**src/rtl/seq_stage_controller.sv**
```systemverilog
// seq_stage_controller: Y86 multi-cycle stage sequencer; define INSTR_COUNT_EN to enable the retired-instruction counter
module seq_stage_controller #(
  parameter int MEM_TIMEOUT = 15
) (
  input  logic        clk,
  input  logic        reset,
  input  logic        start,
  input  logic        stop,
  input  logic [3:0]  icode,
  input  logic        imem_error,
  input  logic        mem_ack,
  input  logic        dmem_error,
  output logic        fetch_en,
  output logic        decode_en,
  output logic        exec_en,
  output logic        wb_en,
  output logic        pc_en,
  output logic        mem_req,
  output logic        mem_write,
  output logic [2:0]  stat,
  output logic        busy,
  output logic [31:0] instr_count
);
  localparam logic [2:0] IDLE = 3'd0, FETCH = 3'd1, DECODE = 3'd2, EXECUTE = 3'd3,
                         MEMORY = 3'd4, WRITEBACK = 3'd5, PCUPD = 3'd6, HALTED = 3'd7;
  localparam logic [2:0] AOK = 3'd1, HLT = 3'd2, ADR = 3'd3, INS = 3'd4;
  logic [2:0] state, nxt, nstat;
  logic [3:0] latched_icode, wcnt;
  logic       is_mem, timed_out;
  assign is_mem    = latched_icode inside {4'h4, 4'h5, 4'h8, 4'h9, 4'hA, 4'hB};
  assign timed_out = wcnt == 4'(MEM_TIMEOUT - 1);
  assign fetch_en  = state == FETCH;
  assign decode_en = state == DECODE;
  assign exec_en   = state == EXECUTE;
  assign wb_en     = state == WRITEBACK;
  assign pc_en     = state == PCUPD;
  assign mem_req   = state == MEMORY;
  assign mem_write = mem_req && latched_icode inside {4'h4, 4'h8, 4'hA};
  assign busy      = state != IDLE && state != HALTED;
  // next state and next status from current state and inputs
  always_comb begin
    nxt = state;
    nstat = stat;
    case (state)
      IDLE: nxt = start ? FETCH : IDLE;
      FETCH: begin
        nxt = (imem_error || icode > 4'hB || icode == 4'h0) ? HALTED : DECODE;
        nstat = imem_error ? ADR : icode > 4'hB ? INS : icode == 4'h0 ? HLT : stat;
      end
      DECODE: nxt = EXECUTE;
      EXECUTE: nxt = is_mem ? MEMORY : (latched_icode == 4'h1 || latched_icode == 4'h7) ? PCUPD : WRITEBACK;
      MEMORY: begin
        nxt = mem_ack ? (dmem_error ? HALTED : latched_icode == 4'h4 ? PCUPD : WRITEBACK)
                      : (timed_out ? HALTED : MEMORY);
        nstat = (mem_ack ? dmem_error : timed_out) ? ADR : stat;
      end
      WRITEBACK: nxt = PCUPD;
      PCUPD: nxt = stop ? IDLE : FETCH;
      default: nxt = state;
    endcase
  end
  // state, status, latched icode and memory wait counter; wait counter is held at zero outside MEMORY so it is clear on entry
  always_ff @(posedge clk) begin
    if (reset) begin
      state <= IDLE;
      stat <= AOK;
      latched_icode <= 4'h0;
      wcnt <= 4'h0;
    end else begin
      state <= nxt;
      stat <= nstat;
      if (state == FETCH) latched_icode <= icode;
      wcnt <= (state != MEMORY) ? 4'h0 : mem_ack ? wcnt : wcnt + 4'h1;
    end
  end
`ifdef INSTR_COUNT_EN
  // count one retired instruction per PCUPD cycle, wrapping naturally
  always_ff @(posedge clk) begin
    if (reset) instr_count <= 32'h0;
    else if (state == PCUPD) instr_count <= instr_count + 32'h1;
  end
`else
  assign instr_count = 32'h0;
`endif
endmodule

```
**config.mk**
```make
export PLATFORM = sky130hd
export DESIGN_NAME = seq_stage_controller
export DESIGN_NICKNAME = d
export VERILOG_FILES = /design/src/rtl/seq_stage_controller.sv
export SDC_FILE = /design/constraint.sdc
export NUM_CORES = 1
export LEC_CHECK = 0
export CAP_MARGIN = 10
export CORE_ASPECT_RATIO = 1.75
export CORE_MARGIN = 4
export CORE_UTILIZATION = 43
export DETAILED_ROUTE_END_ITERATION = 6
export GPL_TIMING_DRIVEN = 0
export PLACE_DENSITY = 0.85
export SLEW_MARGIN = 20
export SYNTH_ARGS = -nofsm -noshare
export SYNTH_HDL_FRONTEND = slang
export SYNTH_SLANG_ARGS = --single-unit
```
**constraint.sdc**
```tcl
create_clock -name clk -period 3.3 [get_ports clk]
set_input_delay 0.66 -clock clk [delete_from_list [all_inputs] [get_ports clk]]
set_output_delay 0.66 -clock clk [all_outputs]
set_load 0.05 [all_outputs]
```
Word-level counts from Yosys, hierarchy flattened
Cells that the tools add are included.
{"block": "op_classes", "add_sub_neg": 1, "order_cmp": 1, "eq_ne": 19, "mux": 16, "n_reduce_logical": 14}
{"operator": "3-bit one-hot mux with 7 select lines", "count": 1}
{"operator": "4-bit == test, second input constant", "count": 5}
{"operator": "3-bit 2-to-1 mux", "count": 5}
{"operator": "4-bit by 3-bit == test with 1-bit output, second input constant", "count": 3}
{"operator": "2-bit 2-to-1 mux", "count": 6}
{"operator": "3-bit == test, second input constant", "count": 3}
{"operator": "7-bit nonzero test", "count": 1}
{"operator": "3-bit by 2-bit == test with 1-bit output, second input constant", "count": 2}
{"operator": "3-bit != test, second input constant", "count": 2}
{"operator": "3-bit one-hot mux with 2 select lines", "count": 1}
{"operator": "3-bit nonzero test", "count": 2}
{"operator": "6-bit nonzero test", "count": 1}
{"operator": "4-bit by 1-bit adder with 4-bit output, second input constant", "count": 1}
{"operator": "4-bit by 1-bit == test with 1-bit output, second input constant", "count": 1}
{"operator": "4-bit greater-than comparator, second input constant", "count": 1}
{"operator": "4-bit logical NOT", "count": 1}
{"operator": "4-bit by 2-bit != test with 1-bit output, second input constant", "count": 1}
{"operator": "3-bit by 1-bit == test with 1-bit output, second input constant", "count": 1}
{"operator": "3-bit logical NOT", "count": 1}
{"operator": "1-bit logical OR", "count": 3}
{"operator": "1-bit 2-to-1 mux", "count": 3}
{"operator": "3-bit AND reduction", "count": 1}
{"operator": "1-bit logical AND", "count": 2}
{"operator": "2-bit by 1-bit != test with 1-bit output, second input constant", "count": 1}
{"operator": "2 further kinds", "count": 2}
{"block": "word_totals", "reg_bits": 14, "input_bits": 11, "output_inout_bits": 43, "wordCells": 55}

Depth between registers and ports, before layout
Gate-level depths: netlist of run 1.
{"block": "depth", "ltp_word": 5, "ltp_mapped": 7}

Worst setup path before layout of run 1
No wires, ideal clock.
{"block": "synth_timing", "path_type": "register to output", "from": "register state[0]", "to": "output port mem_write", "arrival_ns": 2.020, "t_required_ns": 2.640, "path_slack_ns": 0.620, "path_stages_with_launch": 5, "path_buffers": 2, "cell_sequence": "dfxtp_1 buf_6 or3b_4 buf_6 nor3_1"}
{"block": "synth_between", "elab_chain_len": 2}
{"element": "from (decl)", "line": "27", "source": "logic [2:0] state, nxt, nstat;"}
{"element": "from (signal assigned)", "line": "70", "source": "state <= nxt;"}
{"element": "3-bit == test", "line": "37", "source": "assign mem_req = state == MEMORY;"}
{"element": "1-bit logical AND", "line": "38", "source": "assign mem_write = mem_req && latched_icode inside {4'h4, 4'h8, 4'hA};"}
{"element": "to (decl)", "line": "19", "source": "output logic mem_write,"}
Every way passes these cells.

Final worst setup path of run 1
Same ends and word-level chain as after synthesis.

==> results of run 1 <==
## state kept, by name (all words and copies together) (netlist names)
signal	count
wcnt	4
stat	3
latched_icode	4
state	3
## worst reg2reg max path: cells and delay by family, from the launching register on
family          cells  cell delay (ns)
compound gates      2             0.26
buf+inv             2             0.29
flops               1             0.30
simple gates        3             0.85
## kinds of logic after synthesis
| group | Yosys count |
|---|---|
| buf+inv | 41 |
| simple gates | 39 |
| compound gates | 20 |
| flops | 14 |
| mux | 6 |
| xor+xnor | 3 |
| fa+ha+maj | 2 |
| other cells | 1 |
## how the worst min path moves through the flow
| stage | startpoint | to | slack, ns | cells after the start |
|---|---|---|---|---|
| final | stat[2] | stat[2] | 0.46 | 2 |
| after global placement | stat[2] | stat[2] | 0.45 | 2 |
| after global routing | stat[2] | stat[2] | 0.50 | 2 |
| after CTS | stat[2] | stat[2] | 0.46 | 2 |
| after floorplan | latched_icode[1] | latched_icode[1] | 0.49 | 2 |
| after detailed placement | stat[2] | stat[2] | 0.46 | 2 |
## power by group through the flow
stage	Combinational (µW)	Clock, µW	Sequential [µW]
final	565	170	227
after global routing	608	179	230
after CTS	565	173	226
after detailed placement	563	0	230
after global placement	552	0	227
after floorplan	428	0	244
## layer usage
metal | track usage | routed length [µm] | up-vias
met1 | 0.135 | 744 | 398
met2 | 0.276 | 1290 | 41
li1 | - | - | 476
met4 | 0.0918 | 51 | 0
met5 | 0 | 0 | -
met3 | 0.0287 | 240 | 5
## layout make-up
type	instances	area, µm²
fillers	234	946
multi-input cells	102	636
flip-flops and latches	14	280
plain buffers	37	274
repair buffers	21	210
clock buffers	4	55.1
well taps	26	32.5
inverters	4	28.8
## per-stage QoR
| stage | hold slack, ns | setup slack, ns | instances | power [µW] | instance area (µm²) |
|---|---|---|---|---|---|
| finish | 0.462 | 0.420 | 208 | 961 | 1520 |
| CTS | 0.464 | 0.414 | 208 | 964 | 1520 |
| global placement | 0.448 | 0.687 | 204 | 779 | 1460 |
| floorplan | 0.489 | 0.620 | 157 | 672 | 1220 |
| global route | 0.503 | 0.346 | 208 | 1020 | 1520 |
| detailed placement | 0.455 | 0.696 | 204 | 793 | 1460 |
## layout by cell type, fill, tap and decap left out, drive strengths merged, types with 2 or more instances in the layout
| master | count |
|---|---|
| inv | 3 |
| nor2 | 12 |
| nand2b | 5 |
| nor2b | 3 |
| clkdlybuf4s50 | 21 |
| or2 | 2 |
| a21oi | 8 |
| xor2 | 2 |
| buf | 34 |
| a31oi | 2 |
| nand4b | 2 |
| mux2i | 5 |
| nor3 | 7 |
| clkbuf | 7 |
| o31ai | 2 |
| dfxtp | 14 |
| ha | 2 |
| conb | 32 |
| o21ai | 2 |
| nand2 | 2 |
==> impl_metrics.yaml, run 1 <==
status:
  status: "finished clean"
power:
  power.share.switching: 0.461
  netSwitchingPower_uw: 444
  p_per_area_nw_per_um2: 634
  peakVddDrop_v: 0.000313
  p_clk_frac: 0.177
  p_int_uw: 518
  power_frac_comb: 0.587
  p_leak_uw: 0.000716
  seqPwrFrac: 0.236
yosys:
  synthAdderAreaFrac: 0.0227
  synth.most_common_cell: "buf_4"
  yosys-top-cells-count: "32 x buf_4, 14 x dfxtp_1, 11 x nor2_1, 8 x a21oi_1, 6 x nor3_1"
  synth_ff_type: "dfxtp_1"
  synth_compound_area_frac: 0.146
  yosys.area.top_type: "dfxtp_1"
  synth_enable_flop_cells: 0
  syn_area_um2: 1100
  synth_simple_gate_area_frac: 0.219
  synth-xor-area-share: 0.0238
  seq_area_frac_synth: 0.254
  async_reset_ff_frac: 0
  avgSynthCellArea_um2: 8.75
  yosysUniqueCellTypes: 39
  synthCells: 126
  synthTopCellsByArea: "dfxtp_1 25%, buf_4 22%, mux2i_1 4.5%"
  synth_top_family_by_area: "buffers and inverters"
  yosysTopAreaCellShare: 0.254
  ys_ff_latch: 14
  synthMuxAreaShare: 0.0556
  yosys_warnings: 0
worst_setup_path:
  critPathCaptureType: "output port"
  critPathBufInv: 3
  r2r_cells: 7
  endpoint: "mem_write"
  cp_data_required_time_ns: 2.64
  cp.depth: 5
  r2r_start: "state[0]"
  critical_path_class: "reg -> out"
  cpMaxStageDelayCell: "clkdlybuf4s50_1"
  crit_family: "buffers and inverters"
  crit_start: "state[0]"
  cp_common_cell: "buf_6"
  rr_endpoint: "stat[0]"
  r2r_slack_ns: 1.50
  crit_fanout: 9
  worstPathCellList: "buf_6 > or3b_4 > buf_6 > nor3_1 > clkdlybuf4s50_1"
  cp-start-kind: "flip-flop"
  cp.arrival_ns: 2.22
  max_stage_delay_ns: 0.83
floorplan:
  core_um2: 2460
  die_w_um: 46.3
  rows: 24
  initial_core_util: 0.448
  dieHeight_um: 75.0
  die_area_um2: 3470
  ios: 54
final_layout:
  fin_nets: 196
  fin_util: 0.616
  area_delta_synth_final_pct: 37.6
  n_antenna_cell: 0
  drive_above_1_share: 0.258
clocking:
  htreeDepth: 1
  clock_path_buffers: 2
  cts_hold_buf: 0
  cts_sinks: 14
  cts_resized: 0
  postCtsSetupBuffers: 0
  path_clk_slew_ns: 0.06
  cts_buffers: 3
  cts_tree: "built"
  clk_latency_ns: 0.25
  root_buffer: "clkbuf_8"
global_routing:
  grt_max_degree: 11
  gr-usage-all-layers: 0.147
  grt_pass1_vias: 892
  grt_overflow_total: 0
  antenna_found_initial: 0
  grt_pass1_wl_um: 3750
routing:
  avgRoutedWirePerCell_um: 11.2
  vias: 920
  drt-pass1-iter-count: 4
  initialDrtViolationCount: 10
  drc: 0
  antenna_left: 0
  drt_wl_total_um: 2320
  via_per_inst: 4.42
placement:
  dp.final_hpwl_um: 1960
  port_buffers: 21
  place.gp.congestion: 0.785
sta:
  fin_skew_ns: 0.00256
  drv_slew: 0
  min_period_ns: 2.88
  hold_viol: 0
  rsz0062_at_grt: "no"
  max_slew.worst_pin.slew_ns: 0.516
  slew_headroom: 0.655
  final.setup.tns_ns: 0
  post-route-period-util: 0.873
  setup_viol: 0
  fmax_mhz: 347
hold_path:
  hp-class: "reg -> reg"
flow_run:
  cap_violations: 0
Note: power is estimated with default switching activity, not from simulation.
==> inputs of run 2 (changes only) <==
--- a/config.mk
+++ b/config.mk
@@ -8,10 +8,10 @@
 export CAP_MARGIN = 10
 export CORE_ASPECT_RATIO = 1.75
 export CORE_MARGIN = 4
-export CORE_UTILIZATION = 43
+export CORE_UTILIZATION = 40
 export DETAILED_ROUTE_END_ITERATION = 6
 export GPL_TIMING_DRIVEN = 0
-export PLACE_DENSITY = 0.85
+export PLACE_DENSITY = 0.79
 export SLEW_MARGIN = 20
 export SYNTH_ARGS = -nofsm -noshare
 export SYNTH_HDL_FRONTEND = slang
==> constraint.sdc (replaced) <==
create_clock -name clk -period 2.7 [get_ports clk]
set_input_delay 0.54 -clock clk [delete_from_list [all_inputs] [get_ports clk]]
set_output_delay 0.54 -clock clk [all_outputs]
set_load 0.05 [all_outputs]
==> run 2 against run 1 <==
Critical path depth shrank 1. Via count is the same. Design area shrank 0.91%. Hold slack lost 0.0074 ns. Global-route usage shrank 1.2 points. Sequential cell count is the same. Non-clock buffer count is the same. Utilization shrank 5.1 points. Critical endpoint is now busy. Largest cell class unchanged. Largest power group unchanged.
==> impl_metrics.yaml, run 2 (synthesis gave the netlist of run 1 again) <==
sta:
  post-route-period-util: 0.963
  fmax_mhz: 385
  final.setup.tns_ns: 0
  fin_skew_ns: 0.000959
  min_period_ns: 2.60
  hold_viol: 0
  setup_viol: 0
  drv_slew: 0
  max_slew.worst_pin.slew_ns: 0.504
  whs_ns: 0.454
  setup_slack_ns: 0.101
  slew_headroom: 0.663
  rsz0062_at_grt: "no"
routing:
  drt-pass1-iter-count: 4
  initialDrtViolationCount: 28
  drt_wl_total_um: 2310
  antenna_left: 0
  vias: 920
  avgRoutedWirePerCell_um: 11.1
  via_per_inst: 4.42
  drc: 0
power:
  peakVddDrop_v: 0.000384
  p_per_area_nw_per_um2: 750
  total_power_uw: 1130
  p_leak_uw: 0.000740
worst_setup_path:
  crit_start: "state[1]"
  crit_fanout: 10
  r2r_cells: 5
  critical_path_class: "reg -> out"
  cp-start-kind: "flip-flop"
  critPathCaptureType: "output port"
  rr_endpoint: "stat[0]"
  cp_data_required_time_ns: 2.16
  r2r_start: "state[2]"
  r2r_slack_ns: 0.90
  endpoint: "busy"
  cp.arrival_ns: 2.06
clocking:
  cts_sinks: 14
  clock_path_buffers: 2
  root_buffer: "clkbuf_8"
  postCtsSetupBuffers: 0
  clk_latency_ns: 0.25
  path_clk_slew_ns: 0.05
  cts_buffers: 3
  cts_tree: "built"
  htreeDepth: 1
placement:
  postPlaceCellArea_um2: 1460
  dp.final_hpwl_um: 1940
  place_worst_setup_slack_ns: 0.198
  port_buffers: 21
  place.gp.congestion: 0.778
final_layout:
  fin_nets: 196
  drive_above_1_share: 0.254
  final_cell_area_um2: 1500
  fill_cells: 267
  multi_input_area_um2: 636
  reg_top3: "latched_icode (4), wcnt (4)"
  layout_common_cells: "32 x buf_4, 32 x conb_1, 17 x clkdlybuf4s50_1"
  area_delta_synth_final_pct: 36.3
  regArea_um2: 280
  n_antenna_cell: 0
global_routing:
  antenna_found_initial: 0
  grt_pass1_vias: 911
  grt_max_degree: 11
  grt_overflow_total: 0
  gr-usage-all-layers: 0.135
  grt_pass1_wl_um: 3750
floorplan:
  rows: 25
  initial_core_util: 0.415
  ios: 54
  die_area_um2: 3690
  die_w_um: 47.7
  dieHeight_um: 77.4
  core_um2: 2660
status:
  status: "finished clean"
hold_path:
  hp-class: "reg -> reg"
flow_run:
  cap_violations: 0
run 2: changes by cell type in the layout (fill, tap and decap cells not counted):
| cell | previous run | this run |
|---|---|---|
| dlygate4sd2_1 | 0 | 3 |
| dlymetal6s2s_1 | 0 | 1 |
| clkdlybuf4s50_1 | 21 | 17 |
| clkbuf_8 | 4 | 3 |
run 2: worst min path at each step:
| stage | startpoint | end | cells after the start |
|---|---|---|---|
| after floorplan | latched_icode[1] | latched_icode[1] | 2 |
| after global placement | stat[2] | stat[2] | 2 |
| after detailed placement | stat[2] | stat[2] | 2 |
| after CTS | stat[2] | stat[2] | 2 |
| after global routing | stat[2] | stat[2] | 2 |
| final | stat[2] | stat[2] | 2 |
run 2: layout make-up:
| class | instances | area share |
|---|---|---|
| buffer | 37 | 0.182 |
| inverter | 4 | 0.0192 |
| tap | 27 | 0.0225 |
| clock buffer | 3 | 0.0275 |
| timing repair buffer | 21 | 0.139 |
| multi-input combinational | 102 | 0.423 |
| sequential | 14 | 0.187 |
run 2: report_power, final:
part           total (µW)  internal [µW]  switching, µW
Clock                 170           98.8           70.9
Sequential            275            244           31.3
Combinational         682            252            430
run 2: routing by layer:
| metal | track usage | wire length (µm) | vias to the layer above | part of all wire |
|---|---|---|---|---|
| li1 | - | - | 474 | - |
| met1 | 0.130 | 744 | 400 | 0.32 |
| met2 | 0.244 | 1270 | 39 | 0.55 |
| met3 | 0.0186 | 227 | 7 | 0.098 |
| met4 | 0.0782 | 65 | 0 | 0.028 |
| met5 | 0 | 0 | - | 0 |
run 2: critical path, cell delays in order, from the launching register on:
cell             delay, ns
dfxtp_1               0.34
clkbuf_1              0.20
or2_2                 0.32
mux2_2                0.26
clkdlybuf4s50_1       0.70
run 2: what timing repair did:
action / 4_1_cts / 5_1_grt
hold buffers: 0 / 0
endpoints found under the setup margin: 3 / 1
gates resized for setup: 3 / 1
run 2: through the flow:
stage,utilization,std cells
6_report,0.565,208
3_3_place_gp,0.550,205
5_1_grt,0.565,208
4_1_cts,0.564,208
3_5_place_dp,0.550,205
2_1_floorplan,-,157
==> inputs of run 3 (changes only) <==
--- a/config.mk
+++ b/config.mk
@@ -6,9 +6,11 @@
 export NUM_CORES = 1
 export LEC_CHECK = 0
 export CAP_MARGIN = 10
+export CELL_PAD_IN_SITES_DETAIL_PLACEMENT = 2
+export CELL_PAD_IN_SITES_GLOBAL_PLACEMENT = 2
 export CORE_ASPECT_RATIO = 1.75
 export CORE_MARGIN = 4
-export CORE_UTILIZATION = 40
+export CORE_UTILIZATION = 22
 export DETAILED_ROUTE_END_ITERATION = 6
 export GPL_TIMING_DRIVEN = 0
 export PLACE_DENSITY = 0.79
==> run 3 against run 2 <==
Final cell count grew 13%. Via count grew 1.8%. Total power grew 3.9%. Critical endpoint is now exec_en. Highest routed layer unchanged.
==> impl_metrics.yaml, run 3 (synthesis gave the netlist of run 1 again) <==
global_routing:
  grt_max_degree: 11
  grt_pass1_wl_um: 4570
  grt_overflow_total: 0
  grt_pass1_vias: 998
  gr-usage-all-layers: 0.0972
  antenna_found_initial: 0
worst_setup_path:
  cp_data_required_time_ns: 2.16
  r2r_cells: 7
  crit_fanout: 10
  critical_path_class: "reg -> out"
  cp-start-kind: "flip-flop"
  cp.arrival_ns: 1.98
  critPathCaptureType: "output port"
routing:
  via_per_inst: 4.00
  drc: 0
  antenna_left: 0
  drt_wl_total_um: 2870
  initialDrtViolationCount: 12
  avgRoutedWirePerCell_um: 12.3
  vias: 937
  drt-pass1-iter-count: 3
sta:
  fin_skew_ns: 0.00368
  fmax_mhz: 396
  min_period_ns: 2.52
  rsz0062_at_grt: "no"
  max_slew.worst_pin.slew_ns: 0.519
  drv_slew: 0
  hold_viol: 0
  post-route-period-util: 0.935
  setup_viol: 0
  final.setup.tns_ns: 0
  slew_headroom: 0.654
status:
  status: "finished clean"
placement:
  port_buffers: 21
  place.gp.congestion: 0.776
  dp.final_hpwl_um: 2340
hold_path:
  hp-class: "reg -> reg"
  min_path_cells: 2
final_layout:
  n_antenna_cell: 0
  layout_common_cells: "32 x buf_4, 32 x conb_1, 16 x clkdlybuf4s50_1"
  drive_above_1_share: 0.264
  fill_cells: 559
  reg_top3: "latched_icode (4), wcnt (4)"
  regArea_um2: 280
  fin_nets: 196
  area_delta_synth_final_pct: 40.7
  multi_input_area_um2: 636
floorplan:
  dieHeight_um: 102
  ios: 54
  die_w_um: 61.5
  core_um2: 4790
  die_area_um2: 6250
  initial_core_util: 0.230
  rows: 33
power:
  peakVddDrop_v: 0.000538
  p_per_area_nw_per_um2: 755
  total_power_uw: 1170
  p_leak_uw: 0.000758
clocking:
  htreeDepth: 1
  cts_tree: "built"
  clk_latency_ns: 0.24
  clock_path_buffers: 2
  root_buffer: "clkbuf_8"
  cts_sinks: 14
  path_clk_slew_ns: 0.06
  cts_buffers: 3
flow_run:
  cap_violations: 0
==> run 3: changes by cell type in the layout (fill, tap and decap cells not counted), sizes merged <==
cell | before | now
clkdlybuf4s50 | 17 | 16
dlymetal6s2s | 1 | 2
clkbuf | 6 | 7
==> run 3: worst max-delay path: stages (launching register included) <==
cell and delay [ns]:
dfxtp_1 0.39, clkbuf_1 0.33, nand2_1 0.11, nor2_1 0.10, clkdlybuf4s50_1 0.81
==> run 3: path summary, 6_finish.rpt <==
check                           startpoint       to  slack (ns)
worst max-delay path              state[1]  exec_en        0.18
worst min-delay path               stat[2]  stat[2]        0.46
worst max register to register    state[0]  stat[0]        0.89
worst min register to register     stat[2]  stat[2]        0.46
==> run 3: layout make-up <==
type,instances,share of cell area
inverter,4,0.0185
buffer,37,0.177
tap,52,0.0419
multi-input combinational,102,0.410
clock buffer,4,0.0355
timing repair buffer,21,0.136
sequential,14,0.181
==> run 3: what timing repair did <==
action / CTS / global route
pin swaps: 0 / 0
gates resized for setup: 3 / 4
gates cloned: 0 / 0
hold buffers: 0 / 0
endpoints found under the setup margin: 3 / 3
buffers inserted: 0 / 0
==> run 3: report_power, final <==
group	internal (µW)	switching [µW]
combinational	252	437
clock	129	77.7
sequential	244	32.5
==> run 3: layer usage <==
metal | GRT usage | wire, µm | vias up
li1 | - | - | 474
met4 | 0.0408 | 24 | 0
met2 | 0.177 | 1540 | 40
met5 | 0 | 0 | -
met1 | 0.102 | 1080 | 421
met3 | 0.0217 | 226 | 2
==> run 3: per-stage QoR <==
| step | cells | hold WS, ns | cell area (µm²) | worst slack [ns] | utilization |
|---|---|---|---|---|---|
| after floorplan | 157 | 0.489 | 1220 | 0.140 | - |
| after global placement | 230 | 0.446 | 1490 | 0.139 | 0.312 |
| after detailed placement | 230 | 0.452 | 1490 | 0.138 | 0.312 |
| after CTS | 234 | 0.461 | 1550 | 0.0470 | 0.323 |
| after global routing | 234 | 0.505 | 1550 | 0.0352 | 0.324 |
| final | 234 | 0.458 | 1550 | 0.176 | 0.324 |
